`config.mk`:
```
export PLATFORM = sky130hd
export DESIGN_NAME = lcd_mem_scheduler
export DESIGN_NICKNAME = d
export VERILOG_FILES = /design/src/rtl/lcd_mem_scheduler.sv
export SDC_FILE = /design/constraint.sdc
export NUM_CORES = 1
export LEC_CHECK = 0
export BUFFER_PORTS_ARGS = -buffer_cell sky130_fd_sc_hd__clkbuf_2
export CORE_ASPECT_RATIO = 0.7
export CORE_MARGIN = 2
export CORE_UTILIZATION = 55
export DETAILED_ROUTE_END_ITERATION = 10
export GPL_ROUTABILITY_DRIVEN = 0
export MAX_ROUTING_LAYER = met4
export PLACE_DENSITY = 0.86
export SLEW_MARGIN = 20
export SYNTH_ARGS = -nofsm -noshare
export SYNTH_HDL_FRONTEND = slang
export SYNTH_SLANG_ARGS = --single-unit
export TNS_END_PERCENT = 30
```
`constraint.sdc`:
```
create_clock -name clk_hdmi -period 6.48 [get_ports clk_hdmi]
set_input_delay 1.62 -clock clk_hdmi [delete_from_list [all_inputs] [get_ports clk_hdmi]]
set_output_delay 1.62 -clock clk_hdmi [all_outputs]
set_load 0.01 [all_outputs]
```
`src/rtl/lcd_mem_scheduler.sv`:
```
// LCD dot/line timing, mode decode and interrupts, plus the shared VRAM/OAM read-port arbiter.
// Optional define CPU_LOCKOUT_EN enables mode-based CPU lockout (locked reads return 8'hFF).
//
// mode | meaning
// 0    | HBlank, CPU may access OAM and VRAM
// 1    | VBlank, CPU may access OAM and VRAM
// 2    | OAM scan, OAM locked
// 3    | pixel transfer, OAM and VRAM locked
module lcd_mem_scheduler #(
    parameter int unsigned DOTS_PER_LINE   = 456,
    parameter int unsigned LINES_PER_FRAME = 154,
    parameter int unsigned VISIBLE_LINES   = 144,
    parameter int unsigned OAM_DOTS        = 80,
    parameter int unsigned XFER_DOTS       = 172
) (
    input  logic        clk_hdmi,
    input  logic        rst,
    input  logic        dot_en,
    input  logic        lcd_enable,
    input  logic [7:0]  lyc,
    input  logic [3:0]  stat_sel,
    input  logic        cpu_req,
    input  logic [12:0] cpu_addr,
    input  logic        cpu_is_oam,
    output logic        cpu_rd_valid,
    output logic [7:0]  cpu_rd_data,
    input  logic        disp_req,
    input  logic [12:0] disp_addr,
    input  logic        disp_is_oam,
    output logic        disp_grant,
    output logic        disp_rd_valid,
    output logic [12:0] rd_address,
    output logic        oe_oam,
    output logic        oe_vram,
    input  logic [7:0]  read_data,
    output logic [1:0]  mode,
    output logic [7:0]  ly,
    output logic        lyc_match,
    output logic        vblank_irq,
    output logic        stat_irq
);

    localparam int unsigned DOT_W = $clog2(DOTS_PER_LINE);

    localparam logic [1:0] MODE_HBLANK = 2'd0;
    localparam logic [1:0] MODE_VBLANK = 2'd1;
    localparam logic [1:0] MODE_OAM    = 2'd2;
    localparam logic [1:0] MODE_XFER   = 2'd3;

    logic [DOT_W-1:0] dot_q, dot_d;
    logic [7:0]       ly_q, ly_d;
    logic [1:0]       mode_q, mode_d;
    logic             vblank_q, vblank_d;
    logic             stat_q, stat_d;
    logic             stat_src_q, stat_src_d;

    logic [12:0]      rd_address_q, rd_address_d;
    logic             oe_oam_q, oe_oam_d;
    logic             oe_vram_q, oe_vram_d;
    logic             s1_cpu_q, s1_cpu_d;
    logic             s1_lock_q, s1_lock_d;
    logic             s1_disp_q, s1_disp_d;
    logic             cpu_rd_valid_q, cpu_rd_valid_d;
    logic [7:0]       cpu_rd_data_q, cpu_rd_data_d;
    logic             disp_rd_valid_q, disp_rd_valid_d;

    logic             oam_locked, vram_locked, cpu_locked;
    logic             cpu_busy, cpu_accept, disp_take;

    always_comb begin
        dot_d    = dot_q;
        ly_d     = ly_q;
        vblank_d = 1'b0;
        if (!lcd_enable) begin
            dot_d = '0;
            ly_d  = '0;
        end else if (dot_en) begin
            if (dot_q == DOT_W'(DOTS_PER_LINE - 1)) begin
                dot_d = '0;
                if (ly_q == 8'(LINES_PER_FRAME - 1)) begin
                    ly_d = '0;
                end else begin
                    ly_d     = ly_q + 8'd1;
                    vblank_d = (ly_q == 8'(VISIBLE_LINES - 1));
                end
            end else begin
                dot_d = dot_q + DOT_W'(1);
            end
        end
    end

    // Mode is decoded from the next counter values so it moves on the same edge as dot/ly.
    always_comb begin
        mode_d = MODE_HBLANK;
        if (!lcd_enable)
            mode_d = MODE_HBLANK;
        else if (ly_d >= 8'(VISIBLE_LINES))
            mode_d = MODE_VBLANK;
        else if (dot_d < DOT_W'(OAM_DOTS))
            mode_d = MODE_OAM;
        else if (dot_d < DOT_W'(OAM_DOTS + XFER_DOTS))
            mode_d = MODE_XFER;
        else
            mode_d = MODE_HBLANK;
    end

    always_comb begin
        stat_src_d = lcd_enable &
                     (((mode_d == MODE_HBLANK) & stat_sel[0]) |
                      ((mode_d == MODE_VBLANK) & stat_sel[1]) |
                      ((mode_d == MODE_OAM)    & stat_sel[2]) |
                      ((ly_d == lyc)           & stat_sel[3]));
        stat_d = stat_src_d & ~stat_src_q;
    end

    // Lock decision uses the mode register as it stands before this edge.
`ifdef CPU_LOCKOUT_EN
    assign oam_locked  = lcd_enable & ((mode_q == MODE_OAM) | (mode_q == MODE_XFER));
    assign vram_locked = lcd_enable & (mode_q == MODE_XFER);
`else
    assign oam_locked  = 1'b0;
    assign vram_locked = 1'b0;
`endif

    assign cpu_locked = cpu_is_oam ? oam_locked : vram_locked;
    assign disp_take  = disp_req & rst;
    // The CPU holds cpu_req until its valid pulse, so ignore it while its read is in flight.
    assign cpu_busy   = s1_cpu_q | cpu_rd_valid_q;
    assign cpu_accept = cpu_req & ~disp_req & ~cpu_busy;

    always_comb begin
        rd_address_d = rd_address_q;
        oe_oam_d     = 1'b0;
        oe_vram_d    = 1'b0;
        s1_disp_d    = disp_take;
        s1_cpu_d     = cpu_accept;
        s1_lock_d    = cpu_accept & cpu_locked;
        if (disp_take) begin
            rd_address_d = disp_addr;
            oe_oam_d     = disp_is_oam;
            oe_vram_d    = ~disp_is_oam;
        end else if (cpu_accept && !cpu_locked) begin
            rd_address_d = cpu_addr;
            oe_oam_d     = cpu_is_oam;
            oe_vram_d    = ~cpu_is_oam;
        end
    end

    always_comb begin
        cpu_rd_valid_d  = s1_cpu_q;
        disp_rd_valid_d = s1_disp_q;
        cpu_rd_data_d   = cpu_rd_data_q;
        if (s1_cpu_q)
            cpu_rd_data_d = s1_lock_q ? 8'hFF : read_data;
    end

    always_ff @(posedge clk_hdmi) begin
        if (!rst) begin
            dot_q           <= '0;
            ly_q            <= '0;
            mode_q          <= MODE_HBLANK;
            vblank_q        <= 1'b0;
            stat_q          <= 1'b0;
            stat_src_q      <= 1'b0;
            rd_address_q    <= '0;
            oe_oam_q        <= 1'b0;
            oe_vram_q       <= 1'b0;
            s1_cpu_q        <= 1'b0;
            s1_lock_q       <= 1'b0;
            s1_disp_q       <= 1'b0;
            cpu_rd_valid_q  <= 1'b0;
            cpu_rd_data_q   <= 8'h00;
            disp_rd_valid_q <= 1'b0;
        end else begin
            dot_q           <= dot_d;
            ly_q            <= ly_d;
            mode_q          <= mode_d;
            vblank_q        <= vblank_d;
            stat_q          <= stat_d;
            stat_src_q      <= stat_src_d;
            rd_address_q    <= rd_address_d;
            oe_oam_q        <= oe_oam_d;
            oe_vram_q       <= oe_vram_d;
            s1_cpu_q        <= s1_cpu_d;
            s1_lock_q       <= s1_lock_d;
            s1_disp_q       <= s1_disp_d;
            cpu_rd_valid_q  <= cpu_rd_valid_d;
            cpu_rd_data_q   <= cpu_rd_data_d;
            disp_rd_valid_q <= disp_rd_valid_d;
        end
    end

    assign mode          = mode_q;
    assign ly            = ly_q;
    assign lyc_match     = (ly_q == lyc);
    assign vblank_irq    = vblank_q;
    assign stat_irq      = stat_q;
    assign disp_grant    = disp_take;
    assign rd_address    = rd_address_q;
    assign oe_oam        = oe_oam_q;
    assign oe_vram       = oe_vram_q;
    assign cpu_rd_valid  = cpu_rd_valid_q;
    assign cpu_rd_data   = cpu_rd_data_q;
    assign disp_rd_valid = disp_rd_valid_q;

endmodule

```
==> metrics.txt <==
# TYPE chip_impl_metric gauge
chip_impl_metric{name="synth_fp_nets",unit=""} 404
chip_impl_metric{name="synth_enable_flop_cells",unit=""} 0
chip_impl_metric{name="diodes",unit=""} 0
chip_impl_metric{name="coreArea",unit="sq um"} 4913
chip_impl_metric{name="drt-initial-drc-count",unit=""} 266
chip_impl_info{name="timing.critical_path.to_type",value="output port"} 1
chip_impl_metric{name="cts.sink_count",unit=""} 49
chip_impl_metric{name="drive_gt1_frac",unit=""} 0.2649
chip_impl_info{name="postSynth.topFlopCell",value="sky130_fd_sc_hd__dfxtp_1"} 1
chip_impl_metric{name="htree_num_levels",unit=""} 2
chip_impl_metric{name="post_cts.resized_instances",unit=""} 0
chip_impl_metric{name="routed-wl-met2",unit="mm"} 3.412
chip_impl_metric{name="setup_viol",unit=""} 0
chip_impl_metric{name="seq_area_frac_synth",unit=""} 0.3418
chip_impl_metric{name="synth.area.mux_share",unit=""} 0.08762
chip_impl_metric{name="avgRoutedWirePerCell",unit="um"} 15.62
chip_impl_metric{name="hold_violations",unit=""} 0
chip_impl_metric{name="chipWidth",unit="um"} 90.35
chip_impl_metric{name="yosys.area_share.adder",unit=""} 0.01308
chip_impl_metric{name="fin_crit_sh",unit=""} 0.6895
chip_impl_metric{name="timing.fmax",unit="MHz"} 223.8
chip_impl_metric{name="synth-xor-area-share",unit=""} 0.05493
chip_impl_metric{name="half_perimeter_wire_length_after_detailed_placement",unit="mm"} 5.765
chip_impl_metric{name="synth_cell_type_count",unit=""} 62
chip_impl_metric{name="area.growth.synth_to_final",unit="%"} 19.31
chip_impl_metric{name="maximum_number_of_buffers_from_clock_root_to_sink",unit=""} 2
chip_impl_metric{name="grt_remaining_overflow",unit=""} 0
chip_impl_metric{name="top_level_ports",unit=""} 93
chip_impl_info{name="startpoint_of_the_worst_slack_reg_to_reg_timing_path",value="dot_q[0]"} 1
chip_impl_metric{name="power.density_cell_area",unit="nW/um^2"} 183.9
chip_impl_metric{name="synth_async_sr_flop_share",unit=""} 0
chip_impl_metric{name="ant_nets",unit=""} 0
chip_impl_info{name="run_status",value="complete, no violations"} 1
chip_impl_metric{name="number_of_placement_rows",unit=""} 21
chip_impl_metric{name="number_of_drc_violations_after_detailed_routing",unit=""} 0
chip_impl_metric{name="die_area",unit="sq um"} 5822
chip_impl_metric{name="synth_compound_gate_area_share",unit=""} 0.1835
chip_impl_metric{name="nets_finish",unit=""} 475
chip_impl_metric{name="route.final.wire_length",unit="mm"} 7.622
chip_impl_metric{name="fin_setup_tns",unit="ns"} 0
chip_impl_metric{name="reg2regPathDepth",unit=""} 8
chip_impl_metric{name="critPathRequiredTime",unit="ns"} 4.86
chip_impl_metric{name="synthCells",unit=""} 347
chip_impl_metric{name="synth-simple-area-share",unit=""} 0.2668
chip_impl_metric{name="postSynthRegisterBits",unit=""} 49
chip_impl_metric{name="cts_hold_buffers",unit=""} 0
chip_impl_metric{name="clkLatencyLatePin",unit="ns"} 0.30
chip_impl_metric{name="p_leak",unit="nW"} 1.483
chip_impl_metric{name="first_global_vias",unit=""} 2630
chip_impl_metric{name="ir_drop",unit="V"} 0.0001129
chip_impl_metric{name="grt_pass1_wl",unit="mm"} 12.51
chip_impl_info{name="hold_start",value="disp_rd_valid_d"} 1
chip_impl_info{name="highest_layer",value="met4"} 1
chip_impl_metric{name="worst_clock_skew",unit="ns"} 0.006364
chip_impl_metric{name="netlist_area",unit="sq um"} 2870
chip_impl_info{name="reg2reg_end",value="stat_src_q"} 1
chip_impl_info{name="dominant_combinational_cell_family_by_area_after_synthesis",value="simple AND/OR/NAND/NOR gates"} 1
chip_impl_metric{name="synth.yosys.warnings",unit=""} 0
chip_impl_metric{name="clk_pin_slew_worst_paths",unit="ns"} 0.09
chip_impl_metric{name="worst-endpoint-arrival",unit="ns"} 2.85
chip_impl_metric{name="port-buffer-count",unit=""} 92
chip_impl_metric{name="synth.avg_cell_area",unit="sq um"} 8.272
chip_impl_info{name="worst_hold_path_type",value="flip-flop to flip-flop"} 1
chip_impl_info{name="cts_tree",value="done"} 1
chip_impl_metric{name="routed-via-count",unit=""} 2891
chip_impl_metric{name="min_path_cells",unit=""} 1
chip_impl_metric{name="slew_headroom",unit=""} 0.4965
chip_impl_metric{name="antenna_found_initial",unit=""} 0
chip_impl_info{name="ctsRootBufferMaster",value="sky130_fd_sc_hd__clkbuf_8"} 1
chip_impl_metric{name="maximum_fanout_count_along_the_critical_path",unit=""} 4
chip_impl_metric{name="ff2ff_setup_slack",unit="ns"} 3.57
chip_impl_info{name="setup_repair_after_global_routing_missed_its_margin",value="no"} 1
chip_impl_metric{name="report.final.slew_viol_count",unit=""} 0
chip_impl_info{name="holdPathEnd",value="disp_rd_valid"} 1
chip_impl_info{name="path_class",value="input port to output port"} 1
chip_impl_metric{name="detailed_place.area",unit="sq um"} 3304
chip_impl_metric{name="maxCapViolations",unit=""} 0
chip_impl_metric{name="fin_area",unit="sq um"} 3425
chip_impl_info{name="cp-start-kind",value="input port"} 1
chip_impl_metric{name="cts_setup_buffers",unit=""} 0
chip_impl_metric{name="cts_made_buffers",unit=""} 5
chip_impl_metric{name="m1WireLength",unit="mm"} 3.307
chip_impl_metric{name="floorplan.die.height",unit="um"} 64.44
chip_impl_metric{name="grt_usage",unit=""} 0.2681
chip_impl_metric{name="max_slew.worst_pin.slew",unit="ns"} 0.7490
chip_impl_metric{name="dr_wl_met3",unit="um"} 805
chip_impl_metric{name="dpl.cell_count",unit=""} 480
chip_impl_metric{name="minimum_clock_period",unit="ns"} 4.468
chip_impl_metric{name="initial_utilization",unit=""} 0.5842
chip_impl_metric{name="drt-pass1-iter-count",unit=""} 5
chip_impl_metric{name="grt_start_max_net_pins",unit=""} 29
chip_impl_metric{name="drt-vias-per-instance",unit=""} 5.924
chip_impl_metric{name="layout.cells.non_filler",unit=""} 488
-- layout make-up --
class                           instances  area (sq um)
Sequential cell                        49         980.9
Clock inverter                          2         37.54
Multi-Input combinational cell        260          1739
Clock buffer                            6         82.58
Timing Repair Buffer                   92         460.4
Inverter                               10         37.54
Tap cell                               69         86.33
Fill cell                             397          1489
-- power breakdown --
group	switching [mW]	leakage, nW	internal, mW
Combinational	0.0458	1.03	0.0380
Sequential	0.00748	0.400	0.313
Clock	0.100	0.0574	0.126
Total	0.153	1.48	0.476
-- routing by layer --
layer,GRT usage,vias up
met1,0.3576,1304
met4,0.05577,0
met2,0.4079,166
met5,-,-
li1,-,1404
met3,0.08023,17
-- metrics by stage --
stage	util	total power, mW	setup WS (ns)	hold WS (ns)
after floorplan	-	0.3738	2.154	0.4119
after global placement	0.6725	0.4072	2.051	0.4189
after detailed placement	0.6725	0.4102	2.022	0.4300
after CTS	0.6970	0.6311	2.021	0.4539
after global routing	0.6970	0.6511	1.970	0.4692
final	0.6970	0.6298	2.012	0.4520
-- worst max path at each step --
stage	startpoint	to	slack, ns	cells past startpoint
2_1_floorplan	lyc[4]	lyc_match	2.15	4
3_3_place_gp	lyc[0]	lyc_match	2.05	5
3_5_place_dp	lyc[0]	lyc_match	2.02	5
4_1_cts	lyc[0]	lyc_match	2.02	5
5_1_grt	lyc[0]	lyc_match	1.97	5
6_report	lyc[0]	lyc_match	2.01	5
-- logic make-up after synthesis --
group,after synthesis
muxes,25
AOI/OAI and AO/OA,73
and+or+nand+nor,141
xor gates and xnor gates,18
buffers and inverters,38
adders and majority gates,3
DFF,49
-- registers in the layout, indices dropped and copies added (netlist names), 2 cells and up --
register / count
cpu_rd_data: 8
ly: 8
dot_q: 9
rd_address: 13
mode: 2
-- worst max-delay path, stage by stage --
cell,delay [ns]
sky130_fd_sc_hd__clkbuf_2,0.11
sky130_fd_sc_hd__or2_2,0.30
sky130_fd_sc_hd__a2111o_1,0.36
sky130_fd_sc_hd__nor4_1,0.28
sky130_fd_sc_hd__clkbuf_2,0.18
-- layout by cell type (no fill, tap or decap), drive strengths merged, types with 4 or more instances in the layout --
master	n
a211oi	15
clkbuf	98
nand4	7
nand2	22
xor2	9
nor2	44
dfxtp	49
o21ai	10
and2	7
nor3	7
nand3	9
a21oi	13
nor2b	6
xnor2	9
nor4	7
and3	5
and4	4
o211ai	5
a311oi	5
mux2i	24
inv	10
-- synthesized netlist by cell type, types with 2 or more instances --
| library cell | n | area [sq um] |
|---|---|---|
| sky130_fd_sc_hd__a31oi_1 | 3 | 18.77 |
| sky130_fd_sc_hd__a21oi_1 | 13 | 65.06 |
| sky130_fd_sc_hd__o31ai_1 | 2 | 15.01 |
| sky130_fd_sc_hd__nand3_1 | 9 | 45.04 |
| sky130_fd_sc_hd__nor3_1 | 7 | 35.03 |
| sky130_fd_sc_hd__nand2_1 | 22 | 82.58 |
| sky130_fd_sc_hd__and2_1 | 7 | 43.79 |
| sky130_fd_sc_hd__nor2b_1 | 6 | 37.54 |
| sky130_fd_sc_hd__nor3b_1 | 2 | 15.01 |
| sky130_fd_sc_hd__a211oi_1 | 15 | 112.6 |
| sky130_fd_sc_hd__a2111oi_0 | 2 | 17.52 |
| sky130_fd_sc_hd__xnor2_1 | 9 | 78.83 |
| sky130_fd_sc_hd__dfxtp_1 | 49 | 980.9 |
| sky130_fd_sc_hd__and4_1 | 4 | 35.03 |
| sky130_fd_sc_hd__and4b_1 | 3 | 30.03 |
| sky130_fd_sc_hd__nor4_1 | 6 | 37.54 |
| sky130_fd_sc_hd__clkbuf_1 | 20 | 75.07 |
| sky130_fd_sc_hd__o211ai_1 | 4 | 30.03 |
| sky130_fd_sc_hd__nand4_1 | 7 | 43.79 |
| sky130_fd_sc_hd__mux2i_1 | 24 | 240.2 |
| sky130_fd_sc_hd__or2_2 | 3 | 18.77 |
| sky130_fd_sc_hd__a311oi_1 | 5 | 43.79 |
| sky130_fd_sc_hd__nand2b_1 | 2 | 12.51 |
| sky130_fd_sc_hd__buf_1 | 2 | 7.510 |
| sky130_fd_sc_hd__xor2_1 | 9 | 78.83 |
| sky130_fd_sc_hd__and3_1 | 5 | 31.28 |
| sky130_fd_sc_hd__o221a_2 | 2 | 22.52 |
| sky130_fd_sc_hd__buf_2 | 6 | 30.03 |
| sky130_fd_sc_hd__inv_1 | 10 | 37.54 |
| sky130_fd_sc_hd__nor2_1 | 44 | 165.2 |
| sky130_fd_sc_hd__ha_1 | 3 | 37.54 |
| sky130_fd_sc_hd__o21ai_0 | 9 | 45.04 |
| sky130_fd_sc_hd__or3_1 | 3 | 18.77 |
| sky130_fd_sc_hd__nand3b_1 | 2 | 15.01 |
(Power assumes the default switching activity.)
